**src/rtl/dcp_ctl_gen.sv**
```systemverilog
// ---------------------------------------------------------------------------
// dcp_ctl_gen - DCP port bus-cycle controller.
//
// Turns a level rd/wr request from the CPU-side DCP decode into a registered
// address strobe (mas_n) or data strobe (mds_n), followed by a cycle
// acknowledge (ack_n) to the requester. Data strobes are aligned to the
// terminal count of a free-running phase divider. Strobes hold for at least
// STROBE_CYC clocks, stretch while dcp_wait is high, and are forcibly
// terminated after TIMEOUT clocks (0 disables) with a timeout_err pulse.
//
// Ports:
//   clk          system clock, rising edge
//   reset_n      asynchronous active-low reset
//   sanity_n     synchronous active-low abort (same effect as reset)
//   rd_req       read request, level, held until ack
//   wr_req       write request, level, held until ack
//   la1          1 = address-register access (mas), 0 = data access (mds)
//   dcp_wait     DCP extends the current strobe while high
//   mas_n        address strobe, active low
//   mds_n        data strobe, active low
//   ack_n        cycle acknowledge, active low
//   dcp_wr       1 = current cycle is a write, latched at cycle start
//   busy         high whenever the sequencer is not idle
//   timeout_err  one-clock pulse with the first ack_n-low clock of a
//                timed-out cycle
//   phase        current divider value
// ---------------------------------------------------------------------------
module dcp_ctl_gen #(
  parameter int unsigned DIV_W      = 2,
  parameter int unsigned STROBE_CYC = 2,
  parameter int unsigned TIMEOUT    = 16
) (
  input  logic             clk,
  input  logic             reset_n,
  input  logic             sanity_n,
  input  logic             rd_req,
  input  logic             wr_req,
  input  logic             la1,
  input  logic             dcp_wait,
  output logic             mas_n,
  output logic             mds_n,
  output logic             ack_n,
  output logic             dcp_wr,
  output logic             busy,
  output logic             timeout_err,
  output logic [DIV_W-1:0] phase
);

  localparam int unsigned SC_W = (STROBE_CYC < 1) ? 1 : $clog2(STROBE_CYC + 1);
  localparam int unsigned TO_W = (TIMEOUT == 0) ? 1 : $clog2(TIMEOUT + 1);

  typedef enum logic [2:0] {
    S_IDLE,
    S_ALIGN,
    S_ASTB,
    S_DSTB,
    S_ACK
  } state_e;

  state_e           state_q, state_d;
  logic [DIV_W-1:0] div_q, div_d;
  logic [SC_W-1:0]  scnt_q, scnt_d;
  logic [TO_W-1:0]  tcnt_q, tcnt_d;
  logic             dcp_wr_q, dcp_wr_d;
  logic             mas_n_q, mas_n_d;
  logic             mds_n_q, mds_n_d;
  logic             ack_n_q, ack_n_d;
  logic             busy_q, busy_d;
  logic             terr_q, terr_d;

  logic             req;
  logic             tick;
  logic             strobe_done;
  logic             timed_out;

  always_comb begin
    req         = rd_req | wr_req;
    tick        = (div_q == '1);
    strobe_done = (scnt_q <= SC_W'(1)) && !dcp_wait;
    timed_out   = (TIMEOUT != 0) && (tcnt_q >= TO_W'(TIMEOUT));
  end

  always_comb begin
    state_d  = state_q;
    div_d    = div_q + DIV_W'(1);
    scnt_d   = (scnt_q != '0) ? scnt_q - SC_W'(1) : scnt_q;
    tcnt_d   = (tcnt_q != '1) ? tcnt_q + TO_W'(1) : tcnt_q;
    dcp_wr_d = dcp_wr_q;
    terr_d   = 1'b0;

    case (state_q)
      S_IDLE: begin
        if (req) begin
          // Read wins when both requests are presented together.
          dcp_wr_d = wr_req & ~rd_req;
          if (la1)       state_d = S_ASTB;
          else if (tick) state_d = S_DSTB;
          else           state_d = S_ALIGN;
        end
      end
      S_ALIGN: begin
        if (!req)      state_d = S_IDLE;
        else if (tick) state_d = S_DSTB;
      end
      S_ASTB, S_DSTB: begin
        // A normal completion on the same edge as the timeout limit is
        // treated as a clean cycle, so no error is flagged then.
        if (strobe_done) begin
          state_d = S_ACK;
        end else if (timed_out) begin
          state_d = S_ACK;
          terr_d  = 1'b1;
        end
      end
      S_ACK: begin
        if (!req) state_d = S_IDLE;
      end
      default: state_d = S_IDLE;
    endcase

    // Counters restart on strobe entry; the timeout count starts at 1 so it
    // equals the number of clocks already spent in the strobe at each edge.
    if ((state_d == S_ASTB || state_d == S_DSTB) && (state_d != state_q)) begin
      scnt_d = SC_W'(STROBE_CYC);
      tcnt_d = TO_W'(1);
    end

    if (!sanity_n) begin
      state_d  = S_IDLE;
      div_d    = '0;
      scnt_d   = '0;
      tcnt_d   = '0;
      dcp_wr_d = 1'b0;
      terr_d   = 1'b0;
    end

    // Outputs decode the next state so they move on the same edge.
    mas_n_d = (state_d != S_ASTB);
    mds_n_d = (state_d != S_DSTB);
    ack_n_d = (state_d != S_ACK);
    busy_d  = (state_d != S_IDLE);
  end

  always_ff @(posedge clk or negedge reset_n) begin
    if (!reset_n) begin
      state_q  <= S_IDLE;
      div_q    <= '0;
      scnt_q   <= '0;
      tcnt_q   <= '0;
      dcp_wr_q <= 1'b0;
      mas_n_q  <= 1'b1;
      mds_n_q  <= 1'b1;
      ack_n_q  <= 1'b1;
      busy_q   <= 1'b0;
      terr_q   <= 1'b0;
    end else begin
      state_q  <= state_d;
      div_q    <= div_d;
      scnt_q   <= scnt_d;
      tcnt_q   <= tcnt_d;
      dcp_wr_q <= dcp_wr_d;
      mas_n_q  <= mas_n_d;
      mds_n_q  <= mds_n_d;
      ack_n_q  <= ack_n_d;
      busy_q   <= busy_d;
      terr_q   <= terr_d;
    end
  end

  always_comb begin
    mas_n       = mas_n_q;
    mds_n       = mds_n_q;
    ack_n       = ack_n_q;
    dcp_wr      = dcp_wr_q;
    busy        = busy_q;
    timeout_err = terr_q;
    phase       = div_q;
  end

endmodule

```
**config.mk**
```make
export PLATFORM = sky130hd
export DESIGN_NAME = dcp_ctl_gen
export DESIGN_NICKNAME = d
export VERILOG_FILES = /design/src/rtl/dcp_ctl_gen.sv
export SDC_FILE = /design/constraint.sdc
export NUM_CORES = 1
export LEC_CHECK = 0
export BUFFER_PORTS_ARGS = -buffer_cell sky130_fd_sc_hd__buf_2
export CORE_MARGIN = 3
export CORE_UTILIZATION = 35
export DETAILED_ROUTE_END_ITERATION = 7
export SYNTH_ARGS = -nofsm -noshare
export SYNTH_HDL_FRONTEND = slang
export SYNTH_SLANG_ARGS = --single-unit
export TNS_END_PERCENT = 1
```
**constraint.sdc**
```tcl
create_clock -name clk -period 1.74 [get_ports clk]
set_input_delay 0.522 -clock clk [delete_from_list [all_inputs] [get_ports clk]]
set_output_delay 0.522 -clock clk [all_outputs]
set_load 0.01 [all_outputs]
```
## Word-level counts from Yosys, hierarchy flattened

Index checks and enable logic that the tools add are counted.

- Word-level logic and storage cells: 67
- Input port bits: 7
- Output and inout bits: 8
- Flip-flop bits (word level): 18

- Equal/unequal tests: 16
- Bitwise logic cells: 3
- Add/subtract/negate cells: 3
- Reduce and logical (&&, ||, !) cells: 9
- Muxes and demuxes: 24
- Magnitude comparators: 2

Operator list:

| cell | number |
|---|---|
| 3-bit two-way mux | 7 |
| 5-bit two-way mux | 3 |
| 3-bit by 2-bit == test with 1-bit output, second input constant | 4 |
| 2-bit two-way mux | 6 |
| 3-bit one-hot mux with 4 select lines | 1 |
| 1-bit two-way mux | 7 |
| 3-bit by 1-bit != test with 1-bit output, second input constant | 2 |
| 3-bit by 2-bit != test with 1-bit output, second input constant | 2 |
| 5-bit by 1-bit adder with 5-bit output, second input constant | 1 |
| 5-bit >= comparator, second input constant | 1 |
| 5-bit != test, second input constant | 1 |
| 2-bit by 1-bit != test with 1-bit output, second input constant | 2 |
| 3-bit by 1-bit == test with 1-bit output, second input constant | 1 |
| 3-bit == test, second input constant | 1 |
| 3-bit zero test | 1 |
| 3-bit != test | 1 |
| 3-bit != test, second input constant | 1 |
| 3-bit nonzero test | 1 |
| 2-bit by 1-bit adder with 2-bit output, second input constant | 1 |
| 2-bit == test, second input constant | 1 |
| 2-bit by 1-bit less-or-equal comparator with 1-bit output, second input constant | 1 |
| 1-bit logical AND | 2 |
| 2-bit AND reduction | 1 |
| 2-bit nonzero test | 1 |
| 7 further kinds | 7 |

## Longest topological paths before layout

- Depth in word-level cells: 10
- Gate-level depth with buffers: 6
- Mapped depth without buffers: 6

## Worst setup path after synthesis

OpenSTA, ideal clock, no wires.

- Path type: flip-flop to flip-flop
- Start point: register tcnt_q[0]
- End point: register tcnt_q[3]
- Path slack: 0.243 ns
- Setup time: 0.121 ns
- Period minus slack after synthesis: 1.497 ns
- Stages on the path, launching flop included: 7
- Path buffers: 0
- Arrival time: 1.376 ns
- Data required time: 1.619 ns
- Cell sequence: dfrtp_1 ha_1 and3_1 ha_1 nand4b_1 xor2_1 nor2_1

- Longest elaborated chain between the ends: 9
- Elaborated cells between the ends (all ways): 15
- Classes of those cells: add/sub (1); order compare (1); eq/ne (5); mux (6); reduce/logical (2)

Ends and longest elaborated chain:

| what | line | RTL |
|---|---|---|
| start, declared | 63 | `logic [TO_W-1:0] tcnt_q, tcnt_d;` |
| start signal, assigned | 160 | `tcnt_q <= tcnt_d;` |
| 5-bit >= comparator | 80 | `timed_out = (TIMEOUT != 0) && (tcnt_q >= TO_W'(TIMEOUT));` |
| 3-bit two-way mux | 110 | `end else if (timed_out) begin` |
| 3-bit two-way mux | 108 | `if (strobe_done) begin` |
| 3-bit one-hot mux with 4 select lines | 91 | `case (state_q)` |
| 3-bit by 2-bit == test with 1-bit output | 123 | `if ((state_d == S_ASTB \|\| state_d == S_DSTB) && (state_d != state_q)) begin` |
| 1-bit logical OR | 123 |  |
| 1-bit logical AND | 123 |  |
| 5-bit two-way mux | 123 |  |
| 5-bit two-way mux | 128 | `if (!sanity_n) begin` |

Parallel ways exist; a longest one is shown, timed or not. The select of a mux whose other input is x is not followed.
A chain may end at the register's enable or synchronous reset.

## Final worst setup path

Same ends and word-level chain as after synthesis.

==> flow_metrics.tcl <==
set metrics [dict create \
    muxShareOfSynthArea 0.0359 \
    clockBufferDepth 2 \
    period_share 0.922 \
    grt_pass1_vias 613 \
    cts.repair.resized 0 \
    vias 597 \
    wire_per_inst_um 12.2 \
    grt_max_degree 19 \
    synthCells 75 \
    clock_sinks 18 \
    synth-seq-cells 18 \
    status "completed" \
    crit_path_max_fanout 5 \
    first_pass_iters 3 \
    slew_viol_final 0 \
    finalHoldViolations 0 \
    wl_met1_um 702 \
    reg2reg_setup_slack_ns 0.13 \
    reg2reg_depth 6 \
    syn-cell-area_um2 871 \
    grt.total_usage 0.105 \
    drc_errors 0 \
    syn_nets 88 \
    routed_via_density 4.93 \
    dr.max_layer_used "met4" \
    dpl_cell_area_um2 976 \
    io_buffers 14 \
    postCtsSetupBuffers 0 \
    dieArea_um2 3120 \
    diodes 0 \
    dp_cells 117 \
    cp_common_cell "ha_1" \
    rr_endpoint "tcnt_q[3]$_DFFE_PN0P_" \
    tightest_slew_ns 0.382 \
    cts-htree-levels 1 \
    rsz0062_at_grt "false" \
    syn_to_final_growth_pct 16.2 \
    max-cap-violations 0 \
    yosysUniqueCellTypes 29 \
    crit_type "register to register" \
    wl_met3_um 64 \
    synth.avg_cell_area_um2 11.6 \
    ir_worst_vdd_mv 0.712 \
    end_kind "register" \
    post-dp-hpwl_um 1170 \
    fp.dieH_um 55.9 \
    synth_seq_area_share 0.522 \
    instances_no_fill 121 \
    required_ns 1.92 \
    finalClockSkew_ns 0.00742 \
    grt_pass1_wl_um 2620 \
    slew_headroom 0.745 \
    p_per_area_nw_per_um2 1040 \
    p_leak_nw 0.487 \
    synth_top_family_by_area "compound AO/OA/AOI/OAI gates" \
    fin_crit_ns 1.61 \
    antenna_found_initial 0 \
    setup_tns_ns 0 \
    routed_wl_um 1470 \
    fmax_ghz 0.623 \
    yosys.area_share.simple 0.129 \
    yosys_warnings 0 \
    cts_tree "yes" \
    slowest_delay_ns 0.43 \
    die_w_um 55.9 \
    setup_viol_count_final 0 \
    synth_xor_xnor_area_share 0.0402 \
    clk_pin_slew_ns 0.11 \
    critPathSlowestCell "dfrtp_1" \
    final_area_um2 1010 \
    cts_hold_buf 0 \
    ios 15 \
    drtAntennaViolNets 0 \
    nNetsFinal 107 \
    crit_buf_inv 0 \
    cts_buffers 3 \
    crit_chain "ha_1, and3_1, ha_1, nand4b_1, xor2_1, nor2_1" \
    reg2reg_from "tcnt_q[0]$_DFFE_PN0P_" \
    core_area_um2 2280 \
    overflow 0 \
    synthAdderAreaFrac 0.0862 \
    drt_iter0_drc 6 \
    globalplace.congestion 0.739 \
    wl_met2_um 689 \
    start_util 0.383 \
    worstSetupStartpointType "register" \
    crit_arrival_ns 1.78 \
    synth_compound_area_frac 0.157 \
    layout-drive-gt1-share 0.301 \
    clk_latency_ns 0.29 \
    cp_top_family "adder cells" \
    placementRows 17 \
    hp-class "primary input to async pin" \
    root_buffer "clkbuf_4" \
]
cells by family after synthesis:
kind of cell / count (synthesis)
simple gates: 21
flops: 18
compound gates: 16
buf+inv: 7
fa+ha+maj: 6
xor+xnor: 4
mux: 3
layer usage:
metal	track usage	vias to the layer above
li1	-	302
met1	0.136	285
met2	0.166	8
met3	0.0302	2
met4	0.0407	0
met5	0	-
cell usage after synthesis:
cell type,n,area share
mux2_2,1,0.013
and2_1,1,0.0072
o221ai_1,1,0.010
ha_1,6,0.086
a31o_2,1,0.010
dfstp_2,3,0.091
o211ai_1,3,0.026
mux2i_1,2,0.023
nand2_1,3,0.013
nor2b_1,2,0.014
xnor2_1,1,0.010
nor2_1,7,0.030
nor3b_1,1,0.0086
o21bai_1,1,0.0086
o21ai_1,1,0.0057
a211oi_1,1,0.0086
or3_1,1,0.0072
dfrtp_1,15,0.43
o221ai_4,1,0.030
nor3_1,2,0.011
nor2b_2,2,0.020
xor2_1,3,0.030
o2111a_1,1,0.013
a21oi_2,1,0.010
inv_1,7,0.030
a21oi_1,4,0.023
a211o_2,1,0.011
nand4b_1,1,0.010
and3_1,1,0.0072
stage by stage:
step,setup slack (ns),total power [W],hold WS [ns],util
detailed placement,0.135,0.000811,0.449,0.429
global route,0.0135,0.00113,0.140,0.445
floorplan,0.243,0.000726,0.226,-
CTS,0.133,0.00107,0.150,0.445
finish,0.135,0.00105,0.129,0.445
global placement,0.156,0.000800,0.445,0.429
final cells by class:
type	count	area (µm²)
timing repair buffer	14	70.1
multi-input combinational	50	390
inverter	7	26.3
sequential	18	454
clock buffer	4	36.3
fill	224	1260
tap	28	35.0
cells in the final DEF (no fill, tap or decap):
cell type / Yosys / routed
dfstp_2: 3 / 3
clkbuf_4: 0 / 3
o211ai_1: 3 / 3
nor2b_1: 2 / 2
o21bai_1: 1 / 1
inv_1: 7 / 7
a21oi_2: 1 / 1
o221ai_4: 1 / 1
mux2_2: 1 / 1
a211o_2: 1 / 1
or3_1: 1 / 1
a211oi_1: 1 / 1
ha_1: 6 / 6
o221ai_1: 1 / 1
xnor2_1: 1 / 1
clkbuf_8: 0 / 1
a31o_2: 1 / 1
nor3b_1: 1 / 1
and2_1: 1 / 1
mux2i_1: 2 / 2
nor2b_2: 2 / 2
and3_1: 1 / 1
nor3_1: 2 / 2
xor2_1: 3 / 3
a21oi_1: 4 / 4
buf_2: 0 / 14
nand4b_1: 1 / 1
nor2_1: 7 / 7
nand2_1: 3 / 3
o2111a_1: 1 / 1
o21ai_1: 1 / 1
dfrtp_1: 15 / 15
registers in the layout, summed over array words and instances, names as in the netlist:
name,cells
ack_n,1
busy,1
dcp_wr,1
mas_n,1
mds_n,1
phase,2
scnt_q,2
state_q,3
tcnt_q,5
timeout_err,1
report_power, final:
part / switching [W] / leakage [nW] / internal, W
registers: 0.0000387 / 0.231 / 0.000475
clock network: 0.000128 / 0.0210 / 0.000127
logic: 0.000149 / 0.235 / 0.000133
worst max path at each step:
stage                          start                     to  cells after the start
2_1_floorplan  tcnt_q[0]$_DFFE_PN0P_  tcnt_q[3]$_DFFE_PN0P_                      6
3_3_place_gp                     la1         busy$_DFF_PN0_                      5
3_5_place_dp                     la1         busy$_DFF_PN0_                      5
4_1_cts        tcnt_q[0]$_DFFE_PN0P_  tcnt_q[3]$_DFFE_PN0P_                      6
5_1_grt        tcnt_q[0]$_DFFE_PN0P_  tcnt_q[3]$_DFFE_PN0P_                      6
6_report       tcnt_q[0]$_DFFE_PN0P_  tcnt_q[3]$_DFFE_PN0P_                      6
(Power assumes the default switching activity.)
